File: config.mk
export PLATFORM = sky130hd
export DESIGN_NAME = fu_exec_unit
export DESIGN_NICKNAME = d
export VERILOG_FILES = /design/src/rtl/fu_exec_unit.sv
export SDC_FILE = /design/constraint.sdc
export NUM_CORES = 2
export LEC_CHECK = 0
export CAP_MARGIN = 20
export CORE_ASPECT_RATIO = 0.6
export CORE_MARGIN = 2
export CORE_UTILIZATION = 50
export DETAILED_ROUTE_END_ITERATION = 16
export PLACE_DENSITY = 0.8
export RECOVER_POWER = 50
export SETUP_SLACK_MARGIN = 0.4
export SYNTH_ARGS = -nofsm -noshare
export SYNTH_HDL_FRONTEND = slang
export SYNTH_SLANG_ARGS = --single-unit
export TNS_END_PERCENT = 100
File: constraint.sdc
create_clock -name clk -period 13.73 [get_ports clk]
set_input_delay 2.0595 -clock clk [delete_from_list [all_inputs] [get_ports clk]]
set_output_delay 2.0595 -clock clk [all_outputs]
set_load 0.02 [all_outputs]
File: src/rtl/fu_exec_unit.sv
// fu_exec_unit: one ALU functional unit behind a reservation-station issue lane.
// Executes 1-cycle ALU ops or a MUL_LAT-cycle MUL, then holds the result until granted.
module fu_exec_unit #(
    parameter int XLEN    = 32,
    parameter int TAG_W   = 6,
    parameter int MUL_LAT = 3
) (
    input  logic             clk,
    input  logic             reset,
    input  logic             issue_valid,
    input  logic             issue_is_ls,
    input  logic             issue_alusrc,
    input  logic [3:0]       issue_alu_type,
    input  logic [TAG_W-1:0] issue_rd_tag,
    input  logic [TAG_W-1:0] issue_rob_num,
    input  logic [XLEN-1:0]  issue_rs1_val,
    input  logic [XLEN-1:0]  issue_rs2_val,
    input  logic [XLEN-1:0]  issue_imm,
    output logic             fu_ready,
    output logic             wb_valid,
    input  logic             wb_grant,
    output logic [TAG_W-1:0] wb_tag,
    output logic [XLEN-1:0]  wb_val,
    output logic [TAG_W-1:0] wb_rob_num,
    output logic             wb_is_ls,
    output logic [XLEN-1:0]  wb_st_data,
    output logic             issue_err
);

    localparam int CNT_W = (MUL_LAT > 2) ? $clog2(MUL_LAT) : 1;
    localparam logic [3:0] OP_MUL = 4'd12;

    typedef enum logic [1:0] {
        S_IDLE,
        S_BUSY,
        S_DONE
    } state_t;

    state_t           state_q, state_d;
    logic [CNT_W-1:0] cnt_q, cnt_d;
    logic [TAG_W-1:0] tag_q, tag_d;
    logic [TAG_W-1:0] rob_q, rob_d;
    logic [XLEN-1:0]  val_q, val_d;
    logic [XLEN-1:0]  st_q, st_d;
    logic             ls_q, ls_d;
    logic             err_q, err_d;

    logic [XLEN-1:0]  op_b;
    logic [4:0]       sh;
    logic [XLEN-1:0]  res;

    // Result datapath, evaluated on the issue inputs and captured at accept.
    // The product is registered at issue; the BUSY countdown models the multiplier latency.
    always_comb begin
        op_b = issue_alusrc ? issue_imm : issue_rs2_val;
        sh   = op_b[4:0];
        res  = '0;
        if (issue_is_ls) begin
            res = issue_rs1_val + issue_imm;
        end else begin
            case (issue_alu_type)
                4'd1:    res = issue_rs1_val + op_b;
                4'd2:    res = issue_rs1_val - op_b;
                4'd3:    res = issue_rs1_val & op_b;
                4'd4:    res = issue_rs1_val | op_b;
                4'd5:    res = issue_rs1_val ^ op_b;
                4'd6:    res = issue_rs1_val << sh;
                4'd7:    res = issue_rs1_val >> sh;
                4'd8:    res = $signed(issue_rs1_val) >>> sh;
                4'd9:    res = {{(XLEN-1){1'b0}}, $signed(issue_rs1_val) < $signed(op_b)};
                4'd10:   res = {{(XLEN-1){1'b0}}, issue_rs1_val < op_b};
                4'd11:   res = issue_imm;
                4'd12:   res = issue_rs1_val * op_b;
                default: res = '0;
            endcase
        end
    end

    // Next-state logic: accept in IDLE, count MUL latency in BUSY, hold in DONE until grant.
    always_comb begin
        state_d = state_q;
        cnt_d   = cnt_q;
        tag_d   = tag_q;
        rob_d   = rob_q;
        val_d   = val_q;
        st_d    = st_q;
        ls_d    = ls_q;
        err_d   = err_q;
        if (issue_valid && (state_q != S_IDLE || issue_alu_type == 4'd0)) begin
            err_d = 1'b1;
        end
        case (state_q)
            S_IDLE: begin
                if (issue_valid && issue_alu_type != 4'd0) begin
                    tag_d   = issue_rd_tag;
                    rob_d   = issue_rob_num;
                    val_d   = res;
                    st_d    = issue_rs2_val;
                    ls_d    = issue_is_ls;
                    cnt_d   = '0;
                    if (!issue_is_ls && issue_alu_type == OP_MUL) begin
                        state_d = S_BUSY;
                    end else begin
                        state_d = S_DONE;
                    end
                end
            end
            S_BUSY: begin
                if (cnt_q == CNT_W'(MUL_LAT - 1)) begin
                    state_d = S_DONE;
                end else begin
                    cnt_d = cnt_q + CNT_W'(1);
                end
            end
            S_DONE: begin
                if (wb_grant) begin
                    state_d = S_IDLE;
                end
            end
            default: state_d = S_IDLE;
        endcase
    end

    // State and result registers with synchronous reset.
    always_ff @(posedge clk) begin
        if (reset) begin
            state_q <= S_IDLE;
            cnt_q   <= '0;
            tag_q   <= '0;
            rob_q   <= '0;
            val_q   <= '0;
            st_q    <= '0;
            ls_q    <= 1'b0;
            err_q   <= 1'b0;
        end else begin
            state_q <= state_d;
            cnt_q   <= cnt_d;
            tag_q   <= tag_d;
            rob_q   <= rob_d;
            val_q   <= val_d;
            st_q    <= st_d;
            ls_q    <= ls_d;
            err_q   <= err_d;
        end
    end

    assign fu_ready   = (state_q == S_IDLE);
    assign wb_valid   = (state_q == S_DONE);
    assign wb_tag     = tag_q;
    assign wb_val     = val_q;
    assign wb_rob_num = rob_q;
    assign wb_is_ls   = ls_q;
    assign wb_st_data = st_q;
    assign issue_err  = err_q;

endmodule

==> summary.txt <==
Global route
  • GR Overflow Total: 0
  • Initial antenna violation count: 8
  • Largest net degree at the start of global routing: 76
  • Overall Global Routing Usage: 48.6%
  • First-pass GRT wire length: 208000 um
  • Vias in the first global route: 29000

Clock network
  • CTS tree: built
  • Setup Buffers After CTS: 0
  • Sink Count: 82
  • Post-CTS Hold Fix Bufs: 0
  • Root buffer cell: clkbuf_16
  • Clk buf depth: 2
  • Max H-tree Level: 3
  • Clock latency on the worst-skew pair: 0.37 ns
  • Reg clk slew, reported paths: 0.08 ns
  • Post-cts sizing count: 0
  • CTS buffer count: 9

STA
  • Final setup violation count: 0
  • Unrepaired setup endpoints after global routing: no
  • Final period util: 79.4%
  • Clock skew: 0.0130 ns
  • Final hold vios: 0
  • Tmin final: 10.91 ns
  • Max Slew Vio Count: 0
  • Setup TNS: 0 ns
  • Headroom to the max-slew limit: 14.3%
  • Worst Tran Pin Value: 1.28 ns
  • Fmax: 91.7 MHz

Worst setup path
  • Worst R2R End: wb_val[28]$_SDFFE_PP0P_
  • R2R depth: 8
  • Crit Path Class: primary input to flop
  • RR Startpoint: state_q[1]$_SDFFE_PP0P_
  • Flop2flop setup slack: 10.46 ns
  • Worst setup path end: wb_val[28]$_SDFFE_PP0P_
  • Crit path capture type: flop
  • Worst setup SP type: primary input
  • WP data required: 14.03 ns
  • Crit path DAT: 11.20 ns
  • Crit path from: issue_imm[6]
  • Crit-path max FO: 24

Worst hold path
  • Worst Hold Class: flop to flop
  • Worst Hold Path Cells: 2

Place
  • Dpl hpwl: 112000 um
  • Port bufs: 197
  • Routability cong.: 1.10

Synthesis
  • List of most frequent post-synthesis cells: 533 x nor2_1, 478 x inv_1, 446 x nand2_1, 411 x fa_1, 252 x ha_1
  • Synth top area share: 28.7%
  • Cells after Synth: 3695
  • Syn nets: 4476
  • Seq/Total Area, Yosys: 5.73%
  • Ys flop type: dfxtp_1
  • Synthesized area per cell: 7.75 um2
  • Most frequent cell after synthesis: nor2_1
  • Synthesis Warnings: 0
  • Post-synth EDFFs: 0
  • Post-synthesis cell area: 0.0286 mm2
  • Number of distinct library cells after synthesis: 83
  • Top post-synthesis cells by area: fa_1 29%, ha_1 11%, nor2_1 7.0%, inv_1 6.3%, nand2_1 5.8%
  • FF+latch count, synth: 82
  • Post-synth ARST share: 0%
  • Post-synth top area cell: fa_1

Floorplan
  • Core Region: 0.0562 mm2
  • Initial Utilization: 51.0%
  • # rows: 67
  • DIE HEIGHT: 189 um
  • Die area: 0.0593 mm2
  • Ports: 198
  • Die width: 313 um

Route
  • Vias after detailed routing: 30200
  • Routed Antenna Nets: 0
  • Initial DRC Count: 4929
  • Via-to-Cell Ratio: 6.63
  • 1st-pass router iterations: 6
  • DR DRC count: 0
  • Wirelength, routed: 145000 um
  • WL/cell: 31.9 um

Flow run
  • Max cap viols: 0

Finish
  • Fill count: 5262
  • Area growth from synthesis to layout: 10.8%
  • FF/Latch Area: 0.00164 mm2
  • Share of layout cells above drive strength 1: 5.20%
  • Nets: 4564
  • Multi-input logic area: 0.0243 mm2

Status
  • Outcome: finished, final reports clean
how the worst min path moves through the flow:
stage	start	end	slack, ns
after global placement	wb_st_data[25]$_SDFFE_PP0P_	wb_st_data[25]$_SDFFE_PP0P_	0.44
after floorplan	cnt_q[0]$_SDFFE_PP0P_	cnt_q[0]$_SDFFE_PP0P_	0.45
after global routing	wb_st_data[27]$_SDFFE_PP0P_	wb_st_data[27]$_SDFFE_PP0P_	0.46
after detailed placement	wb_st_data[9]$_SDFFE_PP0P_	wb_st_data[9]$_SDFFE_PP0P_	0.45
final	wb_st_data[13]$_SDFFE_PP0P_	wb_st_data[13]$_SDFFE_PP0P_	0.45
after CTS	wb_st_data[14]$_SDFFE_PP0P_	wb_st_data[14]$_SDFFE_PP0P_	0.45
flip-flops by register name (all words and copies together), names as in the netlist:
signal / cells
wb_val: 32
wb_st_data: 32
wb_tag: 6
wb_rob_num: 6
cnt_q: 2
state_q: 2
wb_is_ls: 1
issue_err: 1
per-stage QoR:
stage          hold WS [ns]  setup WS [ns]  area, um2  util (%)  std cells
2_1_floorplan         0.453           3.70      28600         -       3695
3_3_place_gp          0.441           2.86      31400      55.9       4526
3_5_place_dp          0.446           2.77      31400      55.9       4526
4_1_cts               0.455           3.17      31700      56.4       4542
5_1_grt               0.464           2.56      31700      56.5       4547
6_report              0.452           2.82      31700      56.5       4551
routing by layer:
layer  GRT usage, %  share of wire (%)  vias up
met4           19.6                5.2       10
met5           1.54               0.13        -
met2           61.8                 37     2661
li1               -                  -    12400
met3           24.7                 18      505
met1           68.0                 40    14600
kinds of logic after synthesis:
family,Yosys count,share of synthesized area (%)
AO/OA/AOI/OAI,762,17.6
XOR/XNOR,119,3.64
adder cells (fa/ha/maj),663,39.8
buffers and inverters,709,9.60
flip-flops,82,5.73
multiplexers,151,6.15
AND/OR/NAND/NOR,1209,17.5
worst max-delay path: stages:
cell,delay (ns)
clkdlybuf4s50_1,0.65
mux2i_2,0.25
buf_4,0.46
inv_1,0.42
ha_1,0.48
fa_1,0.54
fa_1,0.51
inv_1,0.05
fa_1,0.47
fa_1,0.49
inv_1,0.04
ha_1,0.27
ha_1,0.30
fa_1,0.52
fa_1,0.45
ha_1,0.39
o21a_1,0.14
o21ai_0,0.10
a21boi_0,0.26
a2bb2oi_1,0.65
a211oi_2,0.26
o21bai_1,0.18
a21oi_1,0.10
xor2_1,0.17
o211ai_1,0.61
o21ai_0,0.20
o211ai_1,0.14
placed cells by master (no fill, tap or decap), drive strengths merged, types with 16 or more instances in the layout:
| cell type | synthesis | final |
|---|---|---|
| a211oi | 42 | 42 |
| a21o | 38 | 38 |
| a21oi | 209 | 209 |
| a221o | 18 | 18 |
| a221oi | 37 | 37 |
| a22oi | 19 | 19 |
| a31oi | 24 | 24 |
| buf | 52 | 100 |
| clkdlybuf4s50 | 0 | 113 |
| dfxtp | 82 | 82 |
| dlygate4sd3 | 0 | 81 |
| fa | 411 | 411 |
| ha | 252 | 252 |
| inv | 487 | 490 |
| mux2i | 130 | 130 |
| nand2 | 446 | 446 |
| nand2b | 30 | 30 |
| nand3 | 42 | 42 |
| nor2 | 533 | 533 |
| nor2b | 17 | 17 |
| nor3 | 63 | 63 |
| o211ai | 35 | 35 |
| o21ai | 148 | 148 |
| o21bai | 16 | 16 |
| o22ai | 29 | 29 |
| xnor2 | 90 | 90 |
| xor2 | 29 | 29 |
cell type report:
type / instances / share of cell area, %
clock buffers: 9 / 0.710
well taps: 759 / 2.99
repair buffers: 295 / 8.46
diodes: 4 / 0.0315
multi-input cells: 2904 / 76.6
clock inverters: 7 / 0.193
inverters: 491 / 5.81
flip-flops and latches: 82 / 5.17
Power is not shown: default switching activity piles up to over one toggle a cycle in this logic, so the estimate is an artifact.
